[src/rtl/dynamixel_sync_writer_pkg.sv]
// rtl/dynamixel_sync_writer_pkg.sv - shared Dynamixel 2.0 constants and FSM state encoding
//
// Purpose: constants common to the Dynamixel packet writer and receiver blocks.
// Ports: none (package).

package dynamixel_pkg;

   localparam logic [7:0]  DYN_HDR0            = 8'hFF;
   localparam logic [7:0]  DYN_HDR1            = 8'hFF;
   localparam logic [7:0]  DYN_HDR2            = 8'hFD;
   localparam logic [7:0]  DYN_HDR3            = 8'h00;
   localparam logic [7:0]  DYN_BROADCAST_ID    = 8'hFE;
   localparam logic [7:0]  DYN_INST_SYNC_WRITE = 8'h83;
   localparam logic [7:0]  DYN_STUFF_BYTE      = 8'hFD;
   localparam logic [15:0] DYN_CRC_POLY        = 16'h8005;

   typedef enum logic [2:0] {
      ST_IDLE,
      ST_SCAN,
      ST_HEADER,
      ST_PARAMS,
      ST_CRC,
      ST_DONE
   } dyn_state_e;

endpackage

[src/rtl/dynamixel_sync_writer_if.sv]
// rtl/dynamixel_sync_writer_if.sv - byte stream handshake bundle toward the UART transmitter
//
// Purpose: groups the packet byte stream signals.
// Signals: tx_data (stream byte), tx_valid (byte valid), tx_ready (sink accepts).
// Modports: master = packet source, slave = UART sink.

interface dynamixel_sync_writer_if;
   logic [7:0] tx_data;
   logic       tx_valid;
   logic       tx_ready;

   modport master (output tx_data, output tx_valid, input tx_ready);
   modport slave  (input tx_data, input tx_valid, output tx_ready);
endinterface

[src/rtl/dynamixel_crc16.sv]
// rtl/dynamixel_crc16.sv - combinational byte-wide Dynamixel CRC-16 update
//
// Purpose: one byte step of CRC-16 (poly 0x8005, MSB first, no reflection).
// Ports: crc_i (running CRC), byte_i (next byte), crc_o (updated CRC).

module dynamixel_crc16
   import dynamixel_pkg::*;
(
   input  logic [15:0] crc_i,
   input  logic [7:0]  byte_i,
   output logic [15:0] crc_o
);

   logic [15:0] crc_work;

   always_comb begin
      crc_work = crc_i ^ {byte_i, 8'h00};
      for (int b = 0; b < 8; b++) begin
         crc_work = crc_work[15] ? ({crc_work[14:0], 1'b0} ^ DYN_CRC_POLY)
                                 : {crc_work[14:0], 1'b0};
      end
      crc_o = crc_work;
   end

endmodule

[src/rtl/dynamixel_sync_writer.sv]
// rtl/dynamixel_sync_writer.sv - Dynamixel 2.0 Sync Write packet generator with byte stuffing
//
// Purpose: on start, latches address/values, pre-scans the stuffable region to
// count stuffing bytes (so LEN is known before the header goes out), then emits
// header, stuffed parameters and CRC-16 on the tx stream.
// Ports: clock, reset_n (sync, active low), start, address, values,
//        busy, done, tx (byte stream master).

module dynamixel_sync_writer
   import dynamixel_pkg::*;
#(
   parameter int SERVO_COUNT = 4,
   parameter int DATA_BYTES  = 4,
   parameter int ID_BASE     = 1
) (
   input  logic                                clock,
   input  logic                                reset_n,
   input  logic                                start,
   input  logic [15:0]                         address,
   input  logic [SERVO_COUNT*DATA_BYTES*8-1:0] values,
   output logic                                busy,
   output logic                                done,
   dynamixel_sync_writer_if.master             tx
);

   localparam int         VW       = SERVO_COUNT*DATA_BYTES*8;
   localparam int         NPARAM   = SERVO_COUNT*(1+DATA_BYTES);
   localparam logic [7:0] LAST_IDX = 8'(5 + NPARAM - 1);
   localparam logic [2:0] LAST_OFF = 3'(DATA_BYTES);

   dyn_state_e     state_q, state_d;
   logic [15:0]    addr_q, addr_d;
   logic [VW-1:0]  vals_q, vals_d;
   // Position in the stuffable region: idx counts original bytes, servo/off
   // track the servo block so the mux needs no division.
   logic [7:0]     idx_q, idx_d;
   logic [5:0]     servo_q, servo_d;
   logic [2:0]     off_q, off_d;
   logic [2:0]     hdr_q, hdr_d;
   // Last two original bytes, used for FF FF FD detection.
   logic [7:0]     h1_q, h1_d, h2_q, h2_d;
   logic           ins_q, ins_d;      // next emitted byte is an inserted FD
   logic           tail_q, tail_d;    // all original bytes consumed
   logic [15:0]    stuff_q, stuff_d;
   logic [15:0]    crc_q, crc_d;

   logic [7:0]     orig_byte, tx_byte;
   logic [15:0]    vsel, len, crc_next;
   logic           tx_vld, xfer, match;
   logic [7:0]     idx_nx;
   logic [5:0]     servo_nx;
   logic [2:0]     off_nx;

   // Original-byte mux shared by SCAN and PARAMS so both see identical bytes.
   always_comb begin
      vsel      = 16'd0;
      orig_byte = 8'h00;
      case (idx_q)
         8'd0: orig_byte = DYN_INST_SYNC_WRITE;
         8'd1: orig_byte = addr_q[7:0];
         8'd2: orig_byte = addr_q[15:8];
         8'd3: orig_byte = 8'(DATA_BYTES);
         8'd4: orig_byte = 8'h00;
         default: begin
            if (off_q == 3'd0) begin
               orig_byte = 8'(ID_BASE) + 8'(servo_q);
            end else begin
               vsel      = 16'(servo_q) * 16'(DATA_BYTES) + 16'(off_q) - 16'd1;
               orig_byte = vals_q[{vsel, 3'b000} +: 8];
            end
         end
      endcase
   end

   assign match = (h2_q == 8'hFF) && (h1_q == 8'hFF) && (orig_byte == DYN_STUFF_BYTE);
   assign len   = 16'(7 + NPARAM) + stuff_q;

   always_comb begin
      idx_nx   = idx_q + 8'd1;
      servo_nx = servo_q;
      off_nx   = off_q;
      if (idx_q >= 8'd5) begin
         if (off_q == LAST_OFF) begin
            off_nx   = 3'd0;
            servo_nx = servo_q + 6'd1;
         end else begin
            off_nx = off_q + 3'd1;
         end
      end
   end

   always_comb begin
      tx_vld  = 1'b0;
      tx_byte = 8'h00;
      case (state_q)
         ST_HEADER: begin
            tx_vld = 1'b1;
            case (hdr_q)
               3'd0:    tx_byte = DYN_HDR0;
               3'd1:    tx_byte = DYN_HDR1;
               3'd2:    tx_byte = DYN_HDR2;
               3'd3:    tx_byte = DYN_HDR3;
               3'd4:    tx_byte = DYN_BROADCAST_ID;
               3'd5:    tx_byte = len[7:0];
               default: tx_byte = len[15:8];
            endcase
         end
         ST_PARAMS: begin
            tx_vld  = 1'b1;
            tx_byte = ins_q ? DYN_STUFF_BYTE : orig_byte;
         end
         ST_CRC: begin
            tx_vld  = 1'b1;
            tx_byte = hdr_q[0] ? crc_q[15:8] : crc_q[7:0];
         end
         default: ;
      endcase
   end

   assign tx.tx_data  = tx_byte;
   assign tx.tx_valid = tx_vld;
   assign xfer        = tx_vld && tx.tx_ready;
   assign busy        = (state_q != ST_IDLE);
   assign done        = (state_q == ST_DONE);

   dynamixel_crc16 u_crc (
      .crc_i  (crc_q),
      .byte_i (tx_byte),
      .crc_o  (crc_next)
   );

   always_comb begin
      state_d = state_q;
      addr_d  = addr_q;
      vals_d  = vals_q;
      idx_d   = idx_q;
      servo_d = servo_q;
      off_d   = off_q;
      hdr_d   = hdr_q;
      h1_d    = h1_q;
      h2_d    = h2_q;
      ins_d   = ins_q;
      tail_d  = tail_q;
      stuff_d = stuff_q;
      crc_d   = crc_q;
      case (state_q)
         ST_IDLE: begin
            if (start) begin
               state_d = ST_SCAN;
               addr_d  = address;
               vals_d  = values;
               idx_d   = 8'd0;
               servo_d = 6'd0;
               off_d   = 3'd0;
               hdr_d   = 3'd0;
               h1_d    = 8'h00;
               h2_d    = 8'h00;
               ins_d   = 1'b0;
               tail_d  = 1'b0;
               stuff_d = 16'd0;
               crc_d   = 16'd0;
            end
         end
         ST_SCAN: begin
            if (match) stuff_d = stuff_q + 16'd1;
            h2_d = h1_q;
            h1_d = orig_byte;
            if (idx_q == LAST_IDX) begin
               // Rewind so PARAMS walks the same bytes from the start.
               state_d = ST_HEADER;
               idx_d   = 8'd0;
               servo_d = 6'd0;
               off_d   = 3'd0;
               h1_d    = 8'h00;
               h2_d    = 8'h00;
            end else begin
               idx_d   = idx_nx;
               servo_d = servo_nx;
               off_d   = off_nx;
            end
         end
         ST_HEADER: begin
            if (xfer) begin
               crc_d = crc_next;
               if (hdr_q == 3'd6) begin
                  hdr_d   = 3'd0;
                  state_d = ST_PARAMS;
               end else begin
                  hdr_d = hdr_q + 3'd1;
               end
            end
         end
         ST_PARAMS: begin
            if (xfer) begin
               crc_d = crc_next;
               if (ins_q) begin
                  ins_d = 1'b0;
                  if (tail_q) state_d = ST_CRC;
               end else begin
                  h2_d  = h1_q;
                  h1_d  = orig_byte;
                  ins_d = match;
                  if (idx_q == LAST_IDX) begin
                     tail_d = 1'b1;
                     if (!match) state_d = ST_CRC;
                  end else begin
                     idx_d   = idx_nx;
                     servo_d = servo_nx;
                     off_d   = off_nx;
                  end
               end
            end
         end
         ST_CRC: begin
            if (xfer) begin
               if (hdr_q[0]) begin
                  hdr_d   = 3'd0;
                  state_d = ST_DONE;
               end else begin
                  hdr_d = 3'd1;
               end
            end
         end
         ST_DONE: state_d = ST_IDLE;
         default: state_d = ST_IDLE;
      endcase
   end

   always_ff @(posedge clock) begin
      if (!reset_n) begin
         state_q <= ST_IDLE;
         addr_q  <= 16'd0;
         vals_q  <= '0;
         idx_q   <= 8'd0;
         servo_q <= 6'd0;
         off_q   <= 3'd0;
         hdr_q   <= 3'd0;
         h1_q    <= 8'h00;
         h2_q    <= 8'h00;
         ins_q   <= 1'b0;
         tail_q  <= 1'b0;
         stuff_q <= 16'd0;
         crc_q   <= 16'd0;
      end else begin
         state_q <= state_d;
         addr_q  <= addr_d;
         vals_q  <= vals_d;
         idx_q   <= idx_d;
         servo_q <= servo_d;
         off_q   <= off_d;
         hdr_q   <= hdr_d;
         h1_q    <= h1_d;
         h2_q    <= h2_d;
         ins_q   <= ins_d;
         tail_q  <= tail_d;
         stuff_q <= stuff_d;
         crc_q   <= crc_d;
      end
   end

endmodule
[src/flat_wrapper.sv]
// flat-port wrapper written by rule: the top's interface ports become plain ports
module dynamixel_sync_writer_flat import dynamixel_pkg::*;
#(
   parameter int SERVO_COUNT = 4,
   parameter int DATA_BYTES  = 4,
   parameter int ID_BASE     = 1
)
  (clock, reset_n, start, address, values, busy, done, tx_tx_data, tx_tx_valid, tx_tx_ready);
  dynamixel_sync_writer_if tx_i ();
  input  logic clock;
  input  logic reset_n;
  input  logic start;
  input  logic [15:0] address;
  input  logic [SERVO_COUNT*DATA_BYTES*8-1:0] values;
  output logic busy;
  output logic done;
  output wire logic [$bits(tx_i.tx_data)-1:0] tx_tx_data;
  output wire logic [$bits(tx_i.tx_valid)-1:0] tx_tx_valid;
  input wire logic [$bits(tx_i.tx_ready)-1:0] tx_tx_ready;
  assign tx_tx_data = tx_i.tx_data;
  assign tx_tx_valid = tx_i.tx_valid;
  assign tx_i.tx_ready = tx_tx_ready;
  dynamixel_sync_writer #(.SERVO_COUNT(SERVO_COUNT), .DATA_BYTES(DATA_BYTES), .ID_BASE(ID_BASE)) u_core (.clock(clock), .reset_n(reset_n), .start(start), .address(address), .values(values), .busy(busy), .done(done), .tx(tx_i));
endmodule
[config.mk]
export PLATFORM = sky130hd
export DESIGN_NAME = dynamixel_sync_writer_flat
export DESIGN_NICKNAME = d
export VERILOG_FILES = /design/src/rtl/dynamixel_sync_writer_pkg.sv /design/src/rtl/dynamixel_sync_writer_if.sv /design/src/rtl/dynamixel_crc16.sv /design/src/rtl/dynamixel_sync_writer.sv /design/src/flat_wrapper.sv
export SDC_FILE = /design/constraint.sdc
export NUM_CORES = 1
export LEC_CHECK = 0
export ABC_AREA = 1
export CAP_MARGIN = 20
export CORE_MARGIN = 2
export CORE_UTILIZATION = 45
export DETAILED_ROUTE_END_ITERATION = 6
export GPL_TIMING_DRIVEN = 0
export PLACE_DENSITY = 0.68
export SKIP_CTS_REPAIR_TIMING = 1
export SLEW_MARGIN = 20
export SYNTH_ARGS = -nofsm -noshare
export SYNTH_HDL_FRONTEND = slang
export SYNTH_SLANG_ARGS = --single-unit
export TNS_END_PERCENT = 10
[constraint.sdc]
create_clock -name clock -period 11 [get_ports clock]
set_input_delay 2.2 -clock clock [delete_from_list [all_inputs] [get_ports clock]]
set_output_delay 2.2 -clock clock [all_outputs]
set_load 0.1 [all_outputs]
# After elaboration in Yosys (flattened, before gate mapping)
# Cells that the tools add are included.
# word_totals
register_bits,217
latch_bits,0
ram_bits,0
romBits,0
inputBits,148
out_inout_bits,11
word_cells,168
mem_count,0
# classes
addsub,9
mul,0
n_div,0
order_cmp,1
n_eq_ne,35
shift,1
muxes,75
bitwise,9
reduce_logical,25
# ops
cell,count
16-bit 2-to-1 mux,11
128-bit by 20-bit indexed part select with 8-bit output,1
8-bit 2-to-1 mux,14
8-bit case mux with 3 select lines,4
8-bit case mux with 5 select lines,2
16-bit case mux with 2 select lines,2
3-bit 2-to-1 mux,21
6-bit 2-to-1 mux,7
"8-bit == test, second input constant",3
3-bit inverter,8
"3-bit == test, second input constant",6
"2-bit by 1-bit inequality test with 1-bit output, second input constant",9
3-bit case mux with 3 select lines,2
6-bit case mux with 3 select lines,1
"16-bit by 1-bit adder with 16-bit output, second input constant",1
"5-bit by 16-bit adder with 16-bit output, first input constant",1
"8-bit by 2-bit == test with 1-bit output, second input constant",2
"16-bit by 1-bit subtractor with 16-bit output, second input constant",1
16-bit XOR,1
3-bit case mux with 5 select lines,1
"3-bit by 2-bit == test with 1-bit output, second input constant",4
10-bit AND reduction,1
5-bit AND reduction,2
8-bit by 3-bit adder with 9-bit output,1
25 further kinds,49

# Depth between registers and ports, before layout
# Gate-level depths: netlist of the first run.
# logic_depth
word_depth,26
depth_mapped,34
mapped_depth_nobuf,29

# Modules after synthesis
# Synthesis of the first run repeated with hierarchy kept, for this count alone.
# hier_totals
cells_unflattened,1714
hier_area_um2,11646.2
# modules_own_cells
module,n_inst,cells_each,area_each_um2,seq_area_each_um2
dynamixel_sync_writer,1,1623,11073.1,4344.2
dynamixel_crc16,1,91,573.0,0.0

# Least setup slack after synthesis of the first run
# OpenSTA, ideal clock, no wires.
# synth_timing
path_type,register -> output
from,register u_core.off_q[0]
to,output tx_tx_data[0]
t_arrival_ns,4.565
required_ns,8.800
slack_ns,4.235
path_stages_with_launch,20
path_cell_list,dfxtp_1 buf_6 inv_4 buf_6 buf_6 buf_6 buf_6 ha_1 buf_2 buf_4 buf_2 a21oi_1 o21ai_0 nand3_1 nand3_1 nand2_1 nand2_1 o211ai_2 o21ai_2 o21ai_0
# synth_via
elab_chain_len,7
# synth_rtl
item,line,source
from (decl),dynamixel_sync_writer.sv:38,"logic [2:0] off_q, off_d;"
from (signal assigned),dynamixel_sync_writer.sv:236,off_q <= 3'd0;
from (signal assigned),dynamixel_sync_writer.sv:250,off_q <= off_d;
8-bit by 3-bit adder with 9-bit output,dynamixel_sync_writer.sv:68,vsel = 16'(servo_q) * 16'(DATA_BYTES) + 16'(off_q) - 16'd1;
16-bit by 1-bit subtractor with 16-bit output,dynamixel_sync_writer.sv:68,
128-bit by 20-bit indexed part select with 8-bit output,dynamixel_sync_writer.sv:69,"orig_byte = vals_q[{vsel, 3'b000} +: 8];"
8-bit 2-to-1 mux *,dynamixel_sync_writer.sv:65,if (off_q == 3'd0) begin
8-bit case mux with 5 select lines *,dynamixel_sync_writer.sv:58,case (idx_q)
8-bit 2-to-1 mux *,dynamixel_sync_writer.sv:110,tx_byte = ins_q ? DYN_STUFF_BYTE : orig_byte;
8-bit case mux with 3 select lines *,dynamixel_sync_writer.sv:95,case (state_q)
to (decl),flat_wrapper.sv:17,output wire logic [$bits(tx_i.tx_data)-1:0] tx_tx_data;
# Mark *: on every way between the ends. The rest lies on a longest branch, timed or not.

# Worst setup path in the final report of the first run
# layout_timing
from,register u_core.off_q[0]
to,output tx_tx_data[1]
# The elaborated chain is that of the path after synthesis.

==> key figures, run 1 <==
Synth
  • Main synth FF type: dfxtp_1
  • Post-synthesis adder-cell area fraction: 1.57%
  • Post-synthesis compound-gate area fraction: 22.8%
  • Mapped Nets: between 1500 and 2000
  • Top area cells in the synthesized netlist: dfxtp_1, o21ai_0, a21oi_1
  • Post-synthesis average cell area: 6.77 µm²
  • Share of the synthesized area in the top cell type: 38.9%
  • Yosys Warn Count: 0
  • Post-synthesis mux area share: 0%
  • Synth area leader: dfxtp_1
  • Ys async rst share: 0%
  • Post-Synth XOR/XNOR Area: 1.09%
  • Post-Syn Instances: 1651
  • EDFF count, synth: 0
  • Post-synthesis simple-gate area fraction: between 20% and 30%
  • Count of state elements after synthesis: about 220
  • Largest family of logic cells by synthesized area: simple AND/OR/NAND/NOR gates
  • Register area share after synthesis: 38.9%
  • Synth cell types: 50
  • Mapped cell area: 11200 µm²

Critical path
  • Critical path data arrival time: 5.14 ns
  • CP startpoint kind: flip-flop
  • Top cell by count, worst path: buf_6
  • Crit path kind: flip-flop to primary output
  • Crit end category: primary output
  • Max stage delay on crit path: roughly 1.2 ns
  • CP max stage cell: clkdlybuf4s50_1
  • Critical path required time: approximately 9 ns
  • CP cell instances: buf_6 > inv_4 > buf_6 > buf_6 > buf_6 > buf_6 > ha_1 > buf_2 > buf_4 > buf_2 > o211ai_1 > nand3_1 > nand3_1 > nand2_1 > a221oi_1 > nor2_1 > nand2_1 > nand2_1 > clkdlybuf4s50_1
  • Crit Path Max Fanout: 11

Timing
  • Hold slack: 0.452 ns
  • Slew @ Worst Pin: 0.966 ns
  • Clk_skew: 0.0131 ns
  • Maximum clock rate: 136 MHz
  • Slew Limit Fails: 0
  • Final Hold Viols: 0
  • RSZ-0062 raised after global routing: false
  • Final Critical Period: 7.34 ns
  • Tcrit/Tclk final: 66.7%
  • Setup Total Neg Slack: 0 ns
  • Max-slew headroom: 35.4%
  • # setup viols final: 0

Floorplanning
  • Die area: 26100 µm²
  • Core region area: 24300 µm²
  • Die Span Y: roughly 160 µm
  • # IOs: 159
  • Overall die width: 162 µm
  • Standard-cell rows: 57
  • Initial Utilization: 45.9%

Drt
  • DRC viols: 0
  • Met3 wire len: 3060 µm
  • 1st-iter DRT viols: ~1100
  • DRT Wirelength: 36100 µm
  • Met2 wire len: ~16000 µm
  • Top Metal Used: met4
  • DR vias/cell: approximately 5.4
  • Antenna violation net count after detailed routing: 0
  • Via count: 11829
  • M1 WL: 16700 µm
  • Routed len/inst: 16.6 µm
  • Iteration count of the initial detailed-routing pass: 5

Outcome
  • Status: completed

Finish
  • P&R area growth vs syn: 26.1%
  • Final net count: 1998
  • Final Non-Filler Cells: between 2000 and 2500
  • Final Instance Area: 14100 µm²
  • ANT cells: 0
  • Share of cells above drive strength 1: 6.47%

Power
  • PD cells: 257 nW/µm²
  • Peak supply drop: 0.000137 V
  • Final Total Pwr: 3.62 mW
  • Leakage: 5.53 nW

GRT
  • Total congestion overflow: 0
  • Initial antenna violation count: 0
  • Largest net degree at the start of global routing: 14
  • First-pass GRT wire length: 56800 µm
  • GRT Overall Usage: 27.2%
  • Vias in the first global route: 10895

Clock tree
  • Clock sink count: 217
  • CTS tree: built
  • CTS root buf: clkbuf_16
  • Clock-pin transition on the worst setup and hold timing paths: about 0.06 ns
  • Clock tree buffer depth: 3
  • Total CTS buffers: 25
  • Max H-tree Level: 1
  • Clk Latency, worst-skew pair: around 0.53 ns

Placed design
  • Placed cells: 2133
  • PortBufs: 158
  • Post-place instance area: 13200 µm²
  • Post-DP HPWL: around 28000 µm
  • Gpl congestion: 0.925

Job
  • Max-Cap Viols: 0

Worst hold path
  • Worst min path class: flip-flop to flip-flop
[path summary, 6_finish.rpt]
| path | start | end | slack (ns) | cells after the start |
|---|---|---|---|---|
| worst max-delay path | u_core.off_q[0] | tx_tx_data[1] | 3.66 | 19 |
| worst min-delay path | u_core.addr_q[7] | u_core.addr_q[7] | 0.45 | 2 |
| worst max register to register | u_core.off_q[0] | u_core.crc_q[2] | 6.28 | 29 |
| worst min register to register | u_core.addr_q[7] | u_core.addr_q[7] | 0.45 | 2 |
[logic make-up after synthesis]
family	after synthesis
and+or+nand+nor	640
AOI/OAI and AO/OA	484
buffers and inverters	283
DFF	217
adders and majority gates	14
xor gates and xnor gates	13
[synth_stat cells, types with 2 or more instances]
| cell | instances |
|---|---|
| nor4_1 | 5 |
| a31oi_1 | 6 |
| o22ai_1 | 4 |
| buf_2 | 11 |
| buf_4 | 2 |
| nand2_1 | 270 |
| nand2_2 | 12 |
| a21oi_2 | 3 |
| xnor2_1 | 2 |
| o21ai_1 | 14 |
| o21ai_0 | 214 |
| nand4_1 | 15 |
| nor3_2 | 2 |
| nor3_1 | 15 |
| xor2_1 | 10 |
| nor2_4 | 6 |
| a211oi_1 | 9 |
| nor2_1 | 156 |
| clkinv_1 | 5 |
| inv_1 | 184 |
| nand3_2 | 10 |
| o21ai_2 | 2 |
| a221oi_1 | 2 |
| clkbuf_1 | 60 |
| nand3_1 | 136 |
| inv_2 | 10 |
| o2111ai_1 | 2 |
| buf_6 | 8 |
| dfxtp_1 | 217 |
| a21oi_1 | 209 |
| ha_1 | 14 |
| nand3b_1 | 2 |
| o211ai_1 | 11 |
| or2_2 | 2 |
| nor2_2 | 6 |
[worst max-delay path: cells and delay by family (launching register included)]
kind / cells / cell delay, ns
flops: 1 / 0.35
compound gates: 2 / 0.23
buf+inv: 10 / 2.69
fa+ha+maj: 1 / 0.32
simple gates: 6 / 1.01
[cells in the final DEF, fill, tap and decap left out, drive strengths merged, types with 3 or more instances in the layout]
cell and count:
bufinv 7, a211oi 9, buf 22, clkdlybuf4s50 158
ha 14, nand3 146, o21ai 230, nor3 17
nor2 168, or2 3, nor4 5, o22ai 4
a31oi 6, clkbuf 94, clkinv 9, o211ai 12
xor2 11, nand4 15, inv 197, dfxtp 217
a21oi 212, nand2 282
[layer usage]
metal  track usage, %  vias up
met5                0        -
met4             6.57        0
met3             4.44       56
met2             42.0      544
met1             39.7     5361
li1                 -     5868
[report_power, final]
group	internal (mW)	total [mW]	switching [mW]
logic	0.429	1.51	1.08
clock network	0.603	0.939	0.336
registers	1.05	1.17	0.122
total	2.08	3.62	1.54
[flip-flops by register name, summed over array words and instances, names as in the netlist, 6 cells and up]
name            flops
u_core.vals_q     128
u_core.addr_q      16
u_core.crc_q       16
u_core.stuff_q     16
u_core.h1_q         8
u_core.h2_q         8
u_core.idx_q        8
u_core.servo_q      6
[through the flow]
step                      util [%]  setup WS (ns)
after floorplan                  -           4.23
after global placement        54.1           4.32
after detailed placement      54.1           4.29
after CTS                     57.9           3.73
after global routing          57.9           3.45
final                         57.9           3.66
[area by class of cell]
cell class,instances,area [µm²]
buffer,83,394
clock buffer,33,686
clock inverter,13,248
fill,2356,10200
inverter,200,753
multi-input combinational,1151,5680
sequential,217,4340
tap,324,405
timing repair buffer,158,1580
Power figures use the tool's default switching activity.
==> run 2, diff against run 1 <==
==> constraint.sdc (replaced) <==
create_clock -name clock -period 7.7 [get_ports clock]
set_input_delay 1.54 -clock clock [delete_from_list [all_inputs] [get_ports clock]]
set_output_delay 1.54 -clock clock [all_outputs]
set_load 0.1 [all_outputs]
==> results of run 2 <==
The final DEF is identical to that of run 1. Status: completed.
Main changes from that run: setup slack after placement 4.29 ns -> 1.65 ns; setup slack after layout 3.66 ns -> 1.02 ns; register-to-register setup slack 6.28 ns -> 2.98 ns; total power 3.62 mW -> 5.17 mW; worst IR drop on VDD 0.000137 V -> 0.000195 V
